--- config.mk ---
export PLATFORM = sky130hd
export DESIGN_NAME = pwm_duty_meter
export DESIGN_NICKNAME = d
export VERILOG_FILES = /design/src/rtl/pwm_duty_meter_pkg.sv /design/src/rtl/pwm_div_restoring.sv /design/src/rtl/pwm_duty_meter.sv
export SDC_FILE = /design/constraint.sdc
export NUM_CORES = 1
export LEC_CHECK = 0
export BUFFER_PORTS_ARGS = -buffer_cell sky130_fd_sc_hd__buf_2
export CAP_MARGIN = 20
export CORE_AREA = 2 2 148 150
export CTS_BUF_LIST = sky130_fd_sc_hd__clkbuf_8
export DETAILED_ROUTE_END_ITERATION = 10
export DIE_AREA = 0 0 150 152
export PLACE_DENSITY = 0.77
export SYNTH_ARGS = -nofsm -noshare
export SYNTH_HDL_FRONTEND = slang
export SYNTH_SLANG_ARGS = --single-unit
--- constraint.sdc ---
create_clock -name clk -period 5.04 [get_ports clk]
set_input_delay 0.252 -clock clk [delete_from_list [all_inputs] [get_ports clk]]
set_output_delay 0.252 -clock clk [all_outputs]
set_load 0.01 [all_outputs]
--- src/rtl/pwm_duty_meter_pkg.sv ---
// Shared constants for the PWM duty meter: duty encoding, FSM state codes
// and the divider width derivation.
package pwm_duty_meter_pkg;

  // Duty is an integer percentage, same encoding as the generator's duty input.
  localparam int DUTY_MAX = 100;
  localparam int DUTY_W   = 8;

  // Extra numerator bits needed to hold high*100 (100 < 2^7).
  localparam int SCALE_W  = 7;

  // Measurement FSM state codes.
  localparam logic [0:0] ST_IDLE = 1'b0;
  localparam logic [0:0] ST_RUN  = 1'b1;

  // Width of the scaled numerator, which is also the divider iteration count.
  function automatic int div_w(input int cnt_w);
    return cnt_w + SCALE_W;
  endfunction

endpackage

--- src/rtl/pwm_div_restoring.sv ---
// Serial restoring divider: one quotient bit per cycle, N_W cycles per divide.
// The quotient is shifted into the numerator register as numerator bits leave it.
module pwm_div_restoring #(
  parameter int N_W = 31,
  parameter int D_W = 24
) (
  input  logic           clk,
  input  logic           rst_n,
  input  logic           start,
  input  logic [N_W-1:0] num,
  input  logic [D_W-1:0] den,
  output logic           busy,
  output logic           done,
  output logic [N_W-1:0] quo
);

  localparam int CNT_BITS = $clog2(N_W + 1);

  logic [N_W-1:0]      acc_reg;
  logic [D_W-1:0]      rem_reg;
  logic [D_W-1:0]      den_reg;
  logic [CNT_BITS-1:0] cnt_reg;
  logic                busy_reg;

  logic [D_W:0]   rem_shift;
  logic [D_W:0]   diff;
  logic           ge;
  logic [D_W-1:0] rem_next;
  logic [N_W-1:0] acc_next;

  // One restoring step: the borrow of the trial subtraction decides the quotient bit.
  // The remainder never reaches 2*den, so a clear top bit of diff means rem_shift >= den.
  always_comb begin
    rem_shift = {rem_reg, acc_reg[N_W-1]};
    diff      = rem_shift - {1'b0, den_reg};
    ge        = ~diff[D_W];
    rem_next  = ge ? diff[D_W-1:0] : rem_shift[D_W-1:0];
    acc_next  = {acc_reg[N_W-2:0], ge};
  end

  // Load on start when idle, then iterate until the bit counter runs out; reset aborts.
  always_ff @(posedge clk) begin
    if (!rst_n) begin
      acc_reg  <= '0;
      rem_reg  <= '0;
      den_reg  <= '0;
      cnt_reg  <= '0;
      busy_reg <= 1'b0;
    end else if (busy_reg) begin
      acc_reg <= acc_next;
      rem_reg <= rem_next;
      cnt_reg <= cnt_reg - CNT_BITS'(1);
      if (cnt_reg == CNT_BITS'(1)) begin
        busy_reg <= 1'b0;
      end
    end else if (start) begin
      acc_reg  <= num;
      rem_reg  <= '0;
      den_reg  <= den;
      cnt_reg  <= CNT_BITS'(N_W);
      busy_reg <= 1'b1;
    end
  end

  // done marks the final iteration; quo is the finished quotient in that cycle.
  assign busy = busy_reg;
  assign done = busy_reg && (cnt_reg == CNT_BITS'(1));
  assign quo  = acc_next;

endmodule

--- src/rtl/pwm_duty_meter.sv ---
// PWM duty meter: synchronises pwm_in, measures high time and period between
// rising edges, divides for an integer duty percentage and flags stuck inputs.
module pwm_duty_meter
  import pwm_duty_meter_pkg::*;
#(
  parameter int CNT_W       = 24,
  parameter int TIMEOUT     = 200_000,
  parameter int SYNC_STAGES = 2
) (
  input  logic              clk,
  input  logic              rst_n,
  input  logic              pwm_in,
  output logic [DUTY_W-1:0] duty_pct,
  output logic [CNT_W-1:0]  high_cycles,
  output logic [CNT_W-1:0]  period_cycles,
  output logic              meas_valid,
  output logic              stuck_high,
  output logic              stuck_low,
  output logic              overrun
);

  localparam int               DIV_W      = div_w(CNT_W);
  localparam logic [CNT_W-1:0] CNT_MAX    = '1;
  localparam logic [CNT_W-1:0] TIMEOUT_C  = CNT_W'(TIMEOUT);
  localparam logic [DIV_W-1:0] DUTY_MAX_Q = DIV_W'(DUTY_MAX);

  logic [SYNC_STAGES-1:0] sync_reg;
  logic                   s_d_reg;
  logic                   s;
  logic                   rise;

  logic [0:0]       state_reg;
  logic [CNT_W-1:0] period_cnt_reg;
  logic [CNT_W-1:0] high_cnt_reg;
  logic [CNT_W-1:0] snap_high_reg;
  logic [CNT_W-1:0] snap_period_reg;

  logic             snap_take;
  logic             timeout_hit;
  logic             div_start;
  logic             div_busy;
  logic             div_done;
  logic [DIV_W-1:0] div_num;
  logic [DIV_W-1:0] div_quo;
  logic [DUTY_W-1:0] duty_next;

  // Synchroniser chain plus one delayed copy for edge detection.
  always_ff @(posedge clk) begin
    if (!rst_n) begin
      sync_reg <= '0;
      s_d_reg  <= 1'b0;
    end else begin
      sync_reg <= {sync_reg[SYNC_STAGES-2:0], pwm_in};
      s_d_reg  <= sync_reg[SYNC_STAGES-1];
    end
  end

  assign s    = sync_reg[SYNC_STAGES-1];
  assign rise = s & ~s_d_reg;

  // A rise closes a period only once armed; a rise in the timeout cycle still wins.
  assign snap_take   = (state_reg == ST_RUN) && rise;
  assign timeout_hit = (state_reg == ST_RUN) && !rise && (period_cnt_reg == TIMEOUT_C);
  assign div_start   = snap_take && !div_busy;
  assign div_num     = DIV_W'(high_cnt_reg) * DUTY_MAX_Q;

  // Measurement FSM: saturating period/high counters restarted on every rise.
  always_ff @(posedge clk) begin
    if (!rst_n) begin
      state_reg      <= ST_IDLE;
      period_cnt_reg <= '0;
      high_cnt_reg   <= '0;
    end else begin
      case (state_reg)
        ST_IDLE: begin
          if (rise) begin
            state_reg      <= ST_RUN;
            period_cnt_reg <= CNT_W'(1);
            high_cnt_reg   <= CNT_W'(1);
          end
        end
        default: begin
          if (rise) begin
            period_cnt_reg <= CNT_W'(1);
            high_cnt_reg   <= CNT_W'(1);
          end else if (timeout_hit) begin
            state_reg      <= ST_IDLE;
            period_cnt_reg <= '0;
            high_cnt_reg   <= '0;
          end else begin
            if (period_cnt_reg != CNT_MAX) begin
              period_cnt_reg <= period_cnt_reg + CNT_W'(1);
            end
            if (s && (high_cnt_reg != CNT_MAX)) begin
              high_cnt_reg <= high_cnt_reg + CNT_W'(1);
            end
          end
        end
      endcase
    end
  end

  // Hold the accepted snapshot so it can be published alongside its quotient.
  always_ff @(posedge clk) begin
    if (!rst_n) begin
      snap_high_reg   <= '0;
      snap_period_reg <= '0;
    end else if (div_start) begin
      snap_high_reg   <= high_cnt_reg;
      snap_period_reg <= period_cnt_reg;
    end
  end

  pwm_div_restoring #(
    .N_W (DIV_W),
    .D_W (CNT_W)
  ) u_div (
    .clk   (clk),
    .rst_n (rst_n),
    .start (div_start),
    .num   (div_num),
    .den   (period_cnt_reg),
    .busy  (div_busy),
    .done  (div_done),
    .quo   (div_quo)
  );

  // high <= period keeps the quotient <= 100; the clamp only guards against surprises.
  assign duty_next = (div_quo > DUTY_MAX_Q) ? DUTY_W'(DUTY_MAX) : div_quo[DUTY_W-1:0];

  // Published outputs change only alongside a meas_valid pulse. The divider is
  // idle again in the cycle results appear, so a rise there is accepted.
  always_ff @(posedge clk) begin
    if (!rst_n) begin
      duty_pct      <= '0;
      high_cycles   <= '0;
      period_cycles <= '0;
      meas_valid    <= 1'b0;
      stuck_high    <= 1'b0;
      stuck_low     <= 1'b0;
      overrun       <= 1'b0;
    end else begin
      meas_valid <= 1'b0;
      if (div_done) begin
        duty_pct      <= duty_next;
        high_cycles   <= snap_high_reg;
        period_cycles <= snap_period_reg;
        meas_valid    <= 1'b1;
        stuck_high    <= 1'b0;
        stuck_low     <= 1'b0;
      end else if (timeout_hit) begin
        duty_pct      <= s ? DUTY_W'(DUTY_MAX) : '0;
        high_cycles   <= '0;
        period_cycles <= '0;
        meas_valid    <= 1'b1;
        stuck_high    <= s;
        stuck_low     <= ~s;
      end
      if (snap_take && div_busy) begin
        overrun <= 1'b1;
      end
    end
  end

endmodule

==> run metrics <==
Port Buffers=62; synthesized instance count=1557; Initial Util=0.584; Final Power=0.00346 W; Multi-input gate area=0.00726 mm²; ant diodes=0; clock buffer count from CTS=38; Layout fillers=1886; number of global-route vias before repair=10500; register area=0.00442 mm²; initial antenna violation count=0; status=finished, final reports clean; Power per Cell Area=251 mW/mm²; Flop pwr share=0.510; final setup margin=851 ps; Max-Cap Viols=0; post-synth top area share=0.355; Mapped Nets=1685; die extent in y=152 µm; post-CTS resize count=0; worst hold margin=262 ps; HPWL after DPL=21000 µm; GR Overflow Total=0; DRC Markers=0; area grow syn2layout=10.4%; reg-to-reg setup timing slack=850 ps; CP Capture Type=flip-flop; clock latency on the worst-skew pair=530 ps; max FFs per register=31; GRT Overall Usage=0.259; H-tree levels=2; clock-pin slew on the worst setup and hold paths=60 ps; Post-Route Skew=23.2 ps; layout cells sized above 1=0.0898; VDD IR max=0.181 mV; fin crit share=0.831; CTS tree=yes; mux contribution to synthesized area=0.00171; critical path fanouts, max=6; Syn Area/Cell=8.01 µm²; Synth Area in Compound Gates=0.191; Netlist cell types=65; vias per cell=5.79; Slew @ Worst Pin=1070 ps; CTS sink count=221; width of the die=150 µm; RSZ-0062 raised after global routing=false; Final Setup Violations=0; Detailed Routing Iterations Pass 1=5; Internal=0.00267 W; XOR/XNOR Fraction of Synth Area=0.0520; total I/O pin count=63; nets=1730; core area=0.0214 mm²; Hold Crit Class=in -> reg; Yosys reg bits=221; EDFF count, synth=0; Routed WL=29900 µm; Simple-Gate Fraction of Synth Area=0.198; Startpoint Class=flip-flop; Routed Antenna Nets=0; DRT iter0 DRCs=685; Leakage=5.83 nW; first-pass GRT wire length=49600 µm; main flop type after synthesis=dfxtp_1; CTS Buffer Depth=3; Logic pwr share=0.024; Avg WL per Cell=15.7 µm; pre-CTS setup slack=890 ps; Final Critical Period=4190 ps; row count=54; required time of the critical path=5470 ps; setup tns final=0 ps; die area=0.0228 mm²; slew margin rel.=0.283; Clk pwr share=0.466; Ys Warns=0; Switch Pwr=0.000792 W; root buffer cell=clkbuf_8; Final Hold Viols=0; post-synthesis sequential area ratio=0.355; main combinational cell family by area after synthesis=simple AND/OR/NAND/NOR gates; largest net degree at the start of global routing=67; Synth area leader=dfxtp_1; Final Util=0.645; post-synthesis async set-or-reset flop share=0; gpl congestion=0.926; WS Path Type=reg -> reg; Mapped Area=0.0125 mm²; top cells by count, synth=dfxtp_1 (221), nand2_1 (218), a21oi_1 (181); adder-cell share of the synthesized area=0.137; largest cells by area after synthesis=dfxtp_1 (35%), ha_1 (11%), a21oi_1 (7.3%); fmax=0.239 GHz; Sw Share=0.229; most frequent cell after synthesis=dfxtp_1; routed via count=11000; Arr. time, crit path=4620 ps; Max Slew Vio Count=0
## power by group through the flow
stage,clock network (W),registers (W),logic [W]
after global routing,0.00172,0.00176,0.0000929
after CTS,0.00164,0.00176,0.0000813
final,0.00161,0.00176,0.0000832
after global placement,0,0.00180,0.0000787
after detailed placement,0,0.00180,0.0000807
after floorplan,0,0.00180,0.0000614
## routing by layer
metal | global-route usage | vias up | share of wire
met1 | 0.314 | 5221 | 0.42
li1 | - | 5481 | -
met2 | 0.464 | 275 | 0.50
met5 | 0 | - | 0
met3 | 0.0426 | 68 | 0.050
met4 | 0.0858 | 0 | 0.027
## layout make-up
type / count / share of cell area
well taps: 280 / 0.0255
clock buffers: 47 / 0.0470
clock inverters: 17 / 0.00718
inverters: 143 / 0.0392
flip-flops and latches: 221 / 0.322
multi-input cells: 1121 / 0.527
repair buffers: 77 / 0.0324
## repair_timing
item                                   4_1_cts  5_1_grt
setup buffers                                0        0
endpoints found under the hold margin        1        0
hold buffers                                 1        0
## through the flow
step	cell area, µm²	cells
floorplan	12500	1557
global placement	13000	1839
detailed placement	13000	1840
CTS	13700	1905
global route	13800	1906
finish	13800	1906
## kinds of logic after synthesis
kind of cell / after synthesis
mux: 2
flops: 221
buf+inv: 215
compound gates: 385
fa+ha+maj: 125
simple gates: 535
xor+xnor: 74
## cell usage in the layout (no fill, tap or decap), types with 4 or more instances in the layout
cell       instances
inv_1            153
xor2_1            29
xnor2_1           45
or2_2              6
nor3_1            17
nor2b_1           10
clkbuf_8          47
o211ai_1           7
a2111oi_0          5
or4_1              5
o21ai_0           63
a31oi_1           11
dfxtp_1          221
buf_2             62
o21bai_1           6
nand4_1           14
o21a_1             8
and4_1             9
a311oi_1           4
nor3b_1            4
a221o_1            8
nor4_1            15
a21o_1            22
nand2_1          218
a22oi_1           19
or3_1             12
o21ai_1            4
buf_4             12
and3_1            14
o31ai_1            6
a211oi_1          13
fa_1              20
nor2_1           102
nand2b_1          12
nand3_1           79
ha_1             105
and2_1             8
a21oi_1          181
## worst max-delay path, cell delays in order, from the launching register on
cell      delay [ps]
dfxtp_1          470
ha_1             290
ha_1             280
inv_1             50
fa_1             510
inv_1             50
ha_1             370
a21o_1           220
a21o_1           180
a221o_1          380
a21oi_1          190
and4_1           250
nor2_1            80
a41oi_1          230
mux2_2           350
a211oi_1         210
## path summary, 6_finish.rpt
check | cells past startpoint | endpoint | from
min reg2reg | 1 | sync_reg[1]$_SDFF_PN0_ | sync_reg[0]$_SDFF_PN0_
max reg2reg | 15 | u_div.acc_reg[27]$_SDFFE_PN0P_ | high_cnt_reg[6]$_SDFFE_PN0P_
max | 15 | u_div.acc_reg[27]$_SDFFE_PN0P_ | high_cnt_reg[6]$_SDFFE_PN0P_
min | 3 | duty_pct[0]$_SDFFE_PN0P_ | rst_n
No activity file was read; power rests on OpenSTA's default activity.
